===== src/rtl/mole_round_scheduler.sv =====
// Whack-a-mole round sequencer: phase FSM, game/ready timer, mole spawn and lifetime,
// hit/miss counters and difficulty level. All outputs are registered.
module mole_round_scheduler #(
    parameter int unsigned GAME_TIME  = 60,
    parameter int unsigned READY_TIME = 3,
    parameter int unsigned LIFE_INIT  = 20,
    parameter int unsigned LIFE_MIN   = 5,
    parameter int unsigned LIFE_DEC   = 2,
    parameter int unsigned LEVEL_HITS = 5,
    parameter int unsigned GAP_TICKS  = 2,
    parameter int unsigned MAX_MISS   = 10
) (
    input  logic       clk,
    input  logic       reset,
    input  logic       start,
    input  logic       tick_sec,
    input  logic       tick_step,
    input  logic       hit,
    input  logic [1:0] rand_row,
    input  logic [1:0] rand_col,
    output logic [1:0] phase,
    output logic       is_started,
    output logic       mole_valid,
    output logic [1:0] mole_row,
    output logic [1:0] mole_col,
    output logic       hit_ack,
    output logic [6:0] time_left,
    output logic [9:0] hit_count,
    output logic [6:0] miss_count,
    output logic [3:0] level
);
    typedef enum logic [2:0] {S_IDLE, S_READY, S_SPAWN, S_UP, S_GAP, S_OVER} state_t;

    localparam int unsigned LW  = $clog2(LIFE_INIT + 1);
    localparam int unsigned GW  = (GAP_TICKS > 0) ? $clog2(GAP_TICKS + 1) : 1;
    localparam int unsigned LHW = $clog2(LEVEL_HITS + 1);

    state_t         state_reg;
    logic           start_prev_reg;
    logic [LW-1:0]  life_cnt_reg;
    logic [GW-1:0]  gap_cnt_reg;
    logic [LHW-1:0] lvl_hits_reg;

    logic           start_evt;
    logic           in_play;
    logic [31:0]    dec_total;
    logic [31:0]    cur_life;
    logic [1:0]     spawn_col;
    logic [LHW-1:0] lvl_hits_inc;
    logic           level_up;
    logic [9:0]     hit_count_next;
    logic [6:0]     miss_count_next;
    logic [3:0]     level_next;

    assign start_evt = start_prev_reg & ~start;
    assign in_play   = (state_reg == S_SPAWN) || (state_reg == S_UP) || (state_reg == S_GAP);

    // Clamp to LIFE_MIN before subtracting so high levels never wrap.
    assign dec_total = LIFE_DEC * 32'(level);
    assign cur_life  = (dec_total + LIFE_MIN >= LIFE_INIT) ? LIFE_MIN : (LIFE_INIT - dec_total);

    // Never respawn on the same hole twice in a row.
    assign spawn_col = ({rand_row, rand_col} == {mole_row, mole_col}) ? rand_col + 2'd1 : rand_col;

    assign lvl_hits_inc    = lvl_hits_reg + LHW'(1);
    assign level_up        = (lvl_hits_inc == LHW'(LEVEL_HITS));
    assign hit_count_next  = (hit_count == 10'd999) ? 10'd999 : hit_count + 10'd1;
    assign miss_count_next = (miss_count == 7'd99) ? 7'd99 : miss_count + 7'd1;
    assign level_next      = (level == 4'd15) ? 4'd15 : level + 4'd1;

    always_ff @(posedge clk or negedge reset) begin
        if (!reset) begin
            state_reg      <= S_IDLE;
            start_prev_reg <= 1'b1;
            life_cnt_reg   <= '0;
            gap_cnt_reg    <= '0;
            lvl_hits_reg   <= '0;
            phase          <= 2'd0;
            is_started     <= 1'b0;
            mole_valid     <= 1'b0;
            mole_row       <= 2'd0;
            mole_col       <= 2'd0;
            hit_ack        <= 1'b0;
            time_left      <= 7'(GAME_TIME);
            hit_count      <= 10'd0;
            miss_count     <= 7'd0;
            level          <= 4'd0;
        end else begin
            start_prev_reg <= start;
            hit_ack        <= 1'b0;
            case (state_reg)
                S_IDLE, S_OVER: begin
                    if (start_evt) begin
                        state_reg    <= S_READY;
                        phase        <= 2'd1;
                        time_left    <= 7'(READY_TIME);
                        hit_count    <= 10'd0;
                        miss_count   <= 7'd0;
                        level        <= 4'd0;
                        lvl_hits_reg <= '0;
                    end
                end
                S_READY: begin
                    if (tick_sec) begin
                        if (time_left == 7'd1) begin
                            state_reg  <= S_SPAWN;
                            phase      <= 2'd2;
                            is_started <= 1'b1;
                            time_left  <= 7'(GAME_TIME);
                        end else begin
                            time_left <= time_left - 7'd1;
                        end
                    end
                end
                S_SPAWN: begin
                    mole_row     <= rand_row;
                    mole_col     <= spawn_col;
                    life_cnt_reg <= LW'(cur_life);
                    mole_valid   <= 1'b1;
                    state_reg    <= S_UP;
                end
                S_UP: begin
                    if (hit) begin
                        // A hit takes precedence over an expiry landing in the same cycle.
                        hit_ack     <= 1'b1;
                        hit_count   <= hit_count_next;
                        mole_valid  <= 1'b0;
                        gap_cnt_reg <= GW'(GAP_TICKS);
                        state_reg   <= S_GAP;
                        if (level_up) begin
                            lvl_hits_reg <= '0;
                            level        <= level_next;
                        end else begin
                            lvl_hits_reg <= lvl_hits_inc;
                        end
                    end else if (tick_step) begin
                        if (life_cnt_reg == LW'(1)) begin
                            miss_count  <= miss_count_next;
                            mole_valid  <= 1'b0;
                            gap_cnt_reg <= GW'(GAP_TICKS);
                            if (MAX_MISS != 0 && miss_count_next == 7'(MAX_MISS)) begin
                                state_reg  <= S_OVER;
                                phase      <= 2'd3;
                                is_started <= 1'b0;
                            end else begin
                                state_reg <= S_GAP;
                            end
                        end else begin
                            life_cnt_reg <= life_cnt_reg - LW'(1);
                        end
                    end
                end
                S_GAP: begin
                    if (gap_cnt_reg == '0) begin
                        state_reg <= S_SPAWN;
                    end else if (tick_step) begin
                        gap_cnt_reg <= gap_cnt_reg - GW'(1);
                    end
                end
                default: state_reg <= S_IDLE;
            endcase

            // Game clock runs across SPAWN/UP/GAP; expiry overrides any transition above.
            if (in_play && tick_sec) begin
                if (time_left == 7'd1) begin
                    state_reg  <= S_OVER;
                    phase      <= 2'd3;
                    is_started <= 1'b0;
                    mole_valid <= 1'b0;
                    time_left  <= 7'd0;
                end else begin
                    time_left <= time_left - 7'd1;
                end
            end
        end
    end
endmodule


===== config.mk =====
export PLATFORM = sky130hd
export DESIGN_NAME = mole_round_scheduler
export DESIGN_NICKNAME = d
export VERILOG_FILES = /design/src/rtl/mole_round_scheduler.sv
export SDC_FILE = /design/constraint.sdc
export NUM_CORES = 1
export LEC_CHECK = 0
export CAP_MARGIN = 30
export CORE_ASPECT_RATIO = 0.5
export CORE_MARGIN = 1.5
export CORE_UTILIZATION = 55
export CTS_CLUSTER_DIAMETER = 50
export DETAILED_ROUTE_END_ITERATION = 7
export GPL_ROUTABILITY_DRIVEN = 0
export PLACE_DENSITY = 0.92
export SYNTH_ARGS = -nofsm -noshare
export SYNTH_HDL_FRONTEND = slang
export SYNTH_SLANG_ARGS = --single-unit

===== constraint.sdc =====
create_clock -name clk -period 2 [get_ports clk]
set_input_delay 0.5 -clock clk [delete_from_list [all_inputs] [get_ports clk]]
set_output_delay 0.5 -clock clk [all_outputs]
set_load 0.05 [all_outputs]

==> impl_metrics.py <==
metrics = {
    "route": {
        "wirelength_um": 8430,
        "viasPerCell": 6.29,
        "drt_iter0_markers": 218,
        "vias": 3042,
        "antenna_left": 0,
        "dr.pass1.iters": 5,
        "wl_per_cell_um": 17.4,
        "drc": 0,
    },
    "yosys": {
        "synth_seq_cells": 51,
        "synth_nets": 362,
        "synthesis.instances": 342,
        "synth_top_area_share": 0.363,
        "synth.area.top_cells": "dfrtp_1 (36%), a21oi_1 (5.0%), o21ai_0 (4.4%), dfstp_2 (4.1%), ha_1 (3.9%)",
        "synth_edf_count": 0,
        "synth-seq-area-share": 0.404,
        "yosysWarnings": 0,
        "ys.flop_type": "dfrtp_1",
        "ys_top_cells_by_count": "dfrtp_1 (46), a21oi_1 (32), nand2_1 (29)",
        "async_flop_share": 1.00,
        "synth.distinct_cells": 72,
        "avgSynthCellArea_um2": 9.27,
        "synth_top_area_cell": "dfrtp_1",
        "syn_area_um2": 3170,
        "synth_most_common_cell": "dfrtp_1",
    },
    "critical_path": {
        "cp-start-kind": "primary input",
        "crit_type": "in -> reg",
        "path_cells": "clkdlybuf4s50_1 -> nor2b_1 -> buf_4 -> and3_1 -> a21oi_1 -> a311oi_1",
        "path_max_fanout": 4,
        "worst_ep_required_time_ns": 2.14,
        "cp_slowest_cell": "clkdlybuf4s50_1",
        "crit_buf_inv": 2,
        "cpLargestDelayFamily": "buffers and inverters",
        "critPathMaxStageDelay_ns": 0.53,
        "cp_data_arrival_time_ns": 2.22,
        "cp-end-kind": "register",
    },
    "power": {
        "p_leak_nw": 1.74,
        "p_sw_frac": 0.451,
        "seqPwrFrac": 0.313,
        "combPwrFrac": 0.521,
        "power_density_nw_per_um2": 1360,
        "p_sw_mw": 2.44,
        "power_mw": 5.41,
        "clkPwrFrac": 0.166,
        "vdd.ir_drop.worst_mv": 1.30,
        "internal_power_mw": 2.97,
    },
    "grt": {
        "antenna_found_initial": 0,
        "track_usage": 0.288,
        "grt_pass1_wl_um": 14100,
        "grt_pass1_vias": 3028,
        "grt_max_degree": 27,
        "gr-total-overflow": 0,
    },
    "finish": {
        "fin_nets": 430,
        "layout-area-overhead-vs-synth_pct": 25.8,
        "largest_reg_flops": 10,
        "reg.largest.list": "hit_count: 10 flops, miss_count: 7 flops, time_left: 7 flops",
        "antenna_cells": 0,
        "largest_register": "hit_count",
        "drive_above_1_share": 0.255,
    },
    "sta": {
        "hold_viol_final": 0,
        "finClkSkew_ns": 0.00620,
        "fin_crit_ns": 2.09,
        "max_freq_mhz": 479,
        "finalCritPeriodShare": 1.04,
        "fin_hold_ws_ns": 0.216,
        "setup_viol": 1,
        "postLayoutSetupSlackWorst_ns": -0.0866,
        "tightest_slew_ns": 0.594,
        "max_slew_margin": 0.604,
        "drv_slew": 0,
    },
    "clock_tree": {
        "cts_root_buf": "clkbuf_16",
        "cts_buffers": 5,
        "clk_pin_slew_ns": 0.07,
        "htree_levels": 2,
        "cts_buffer_depth": 2,
        "cts_tree": "done",
        "clock_latency_ns": 0.29,
        "clock-sinks": 51,
        "cts-hold-fix-buffers": 0,
    },
    "placed_design": {
        "place_hpwl_um": 6030,
        "portBuffers": 46,
    },
    "floorplan": {
        "ioPinCount": 47,
        "num_rows": 19,
        "fp.dieW_um": 110,
        "start_util": 0.575,
        "fp.coreArea_um2": 5520,
        "dieArea_um2": 6260,
        "die_h_um": 56.7,
    },
    "run": {
        "cap_violations": 0,
    },
    "hold_path": {
        "hold_class": "in -> async",
    },
    "status": {
        "status": "finished, violations left",
        "violations": "negative setup slack",
    },
}
## timing repair
action,in CTS,in global routing
endpoints found under the hold margin,0,0
buffers inserted,0,1
setup endpoints to repair,0,6
gates resized for setup,0,5
## cells by family after synthesis
kind of cell,share of synthesized area
muxes,0.0174
xor gates and xnor gates,0.0276
AOI/OAI and AO/OA,0.235
DFF,0.404
buffers and inverters,0.0450
and+or+nand+nor,0.231
adders and majority gates,0.0394
## worst paths after layout
path,slack [ns],end,cells after the start,from
worst max-delay path,-0.09,miss_count[5],6,hit
worst min-delay path,0.22,state_reg[2],1,reset
worst max register to register,0.06,miss_count[5],5,miss_count[0]
worst min register to register,0.52,phase[1],2,phase[1]
max in group asynchronous,1.24,miss_count[0],2,reset
min in group clk,0.52,phase[1],2,phase[1]
## cell type report
cell class | instances | area, um2
Multi-Input combinational cell | 262 | 1760
Fill cell | 369 | 1530
Sequential cell | 51 | 1280
Timing Repair Buffer | 72 | 631
Clock buffer | 8 | 156
Tap cell | 73 | 91.3
Inverter | 18 | 67.6
## cell usage in the layout (no fill, tap or decap), drive strengths merged, types with 3 or more instances in the layout
cell type       n
a31oi           5
nor3            8
clkbuf          8
xnor2           6
nor2b           5
mux2            4
a21oi          36
o31ai           3
buf            60
dfstp           5
nor4            3
nand2b         10
nand3          14
inv            18
nand4           4
dfrtp          46
nor4b           3
and3b           3
clkdlybuf4s50  12
o21ai          33
ha             10
and3            6
a41oi           3
nor2           31
a22o            6
xor2            4
nand2          30
## metrics by stage
stage,TNS [ns],std cells,cell area [um2],utilization,setup WS [ns]
final,-0.0866,484,3990,0.723,-0.0866
after global routing,-0.0866,484,3990,0.723,-0.0866
after CTS,0,483,3970,0.720,0.0465
after detailed placement,-3.30,475,3810,0.691,-0.172
after global placement,-0.941,475,3810,0.691,-0.0769
after floorplan,0,342,3170,-,0.135
## metal layers
layer / wire length, um / GRT usage / vias up
met5: 0 / 0 / -
met4: 244 / 0.115 / 0
met3: 544 / 0.0499 / 30
met2: 4110 / 0.466 / 146
met1: 3530 / 0.383 / 1480
li1: - / - / 1386
## power by group through the flow
| stage | clock network, mW | registers, mW | logic [mW] |
|---|---|---|---|
| 5_1_grt | 0.960 | 1.73 | 3.03 |
| 3_5_place_dp | 0 | 1.69 | 2.75 |
| 3_3_place_gp | 0 | 1.66 | 2.63 |
| 6_report | 0.900 | 1.69 | 2.82 |
| 2_1_floorplan | 0 | 2.19 | 1.33 |
| 4_1_cts | 0.905 | 1.68 | 2.79 |
Power figures use the tool's default switching activity.
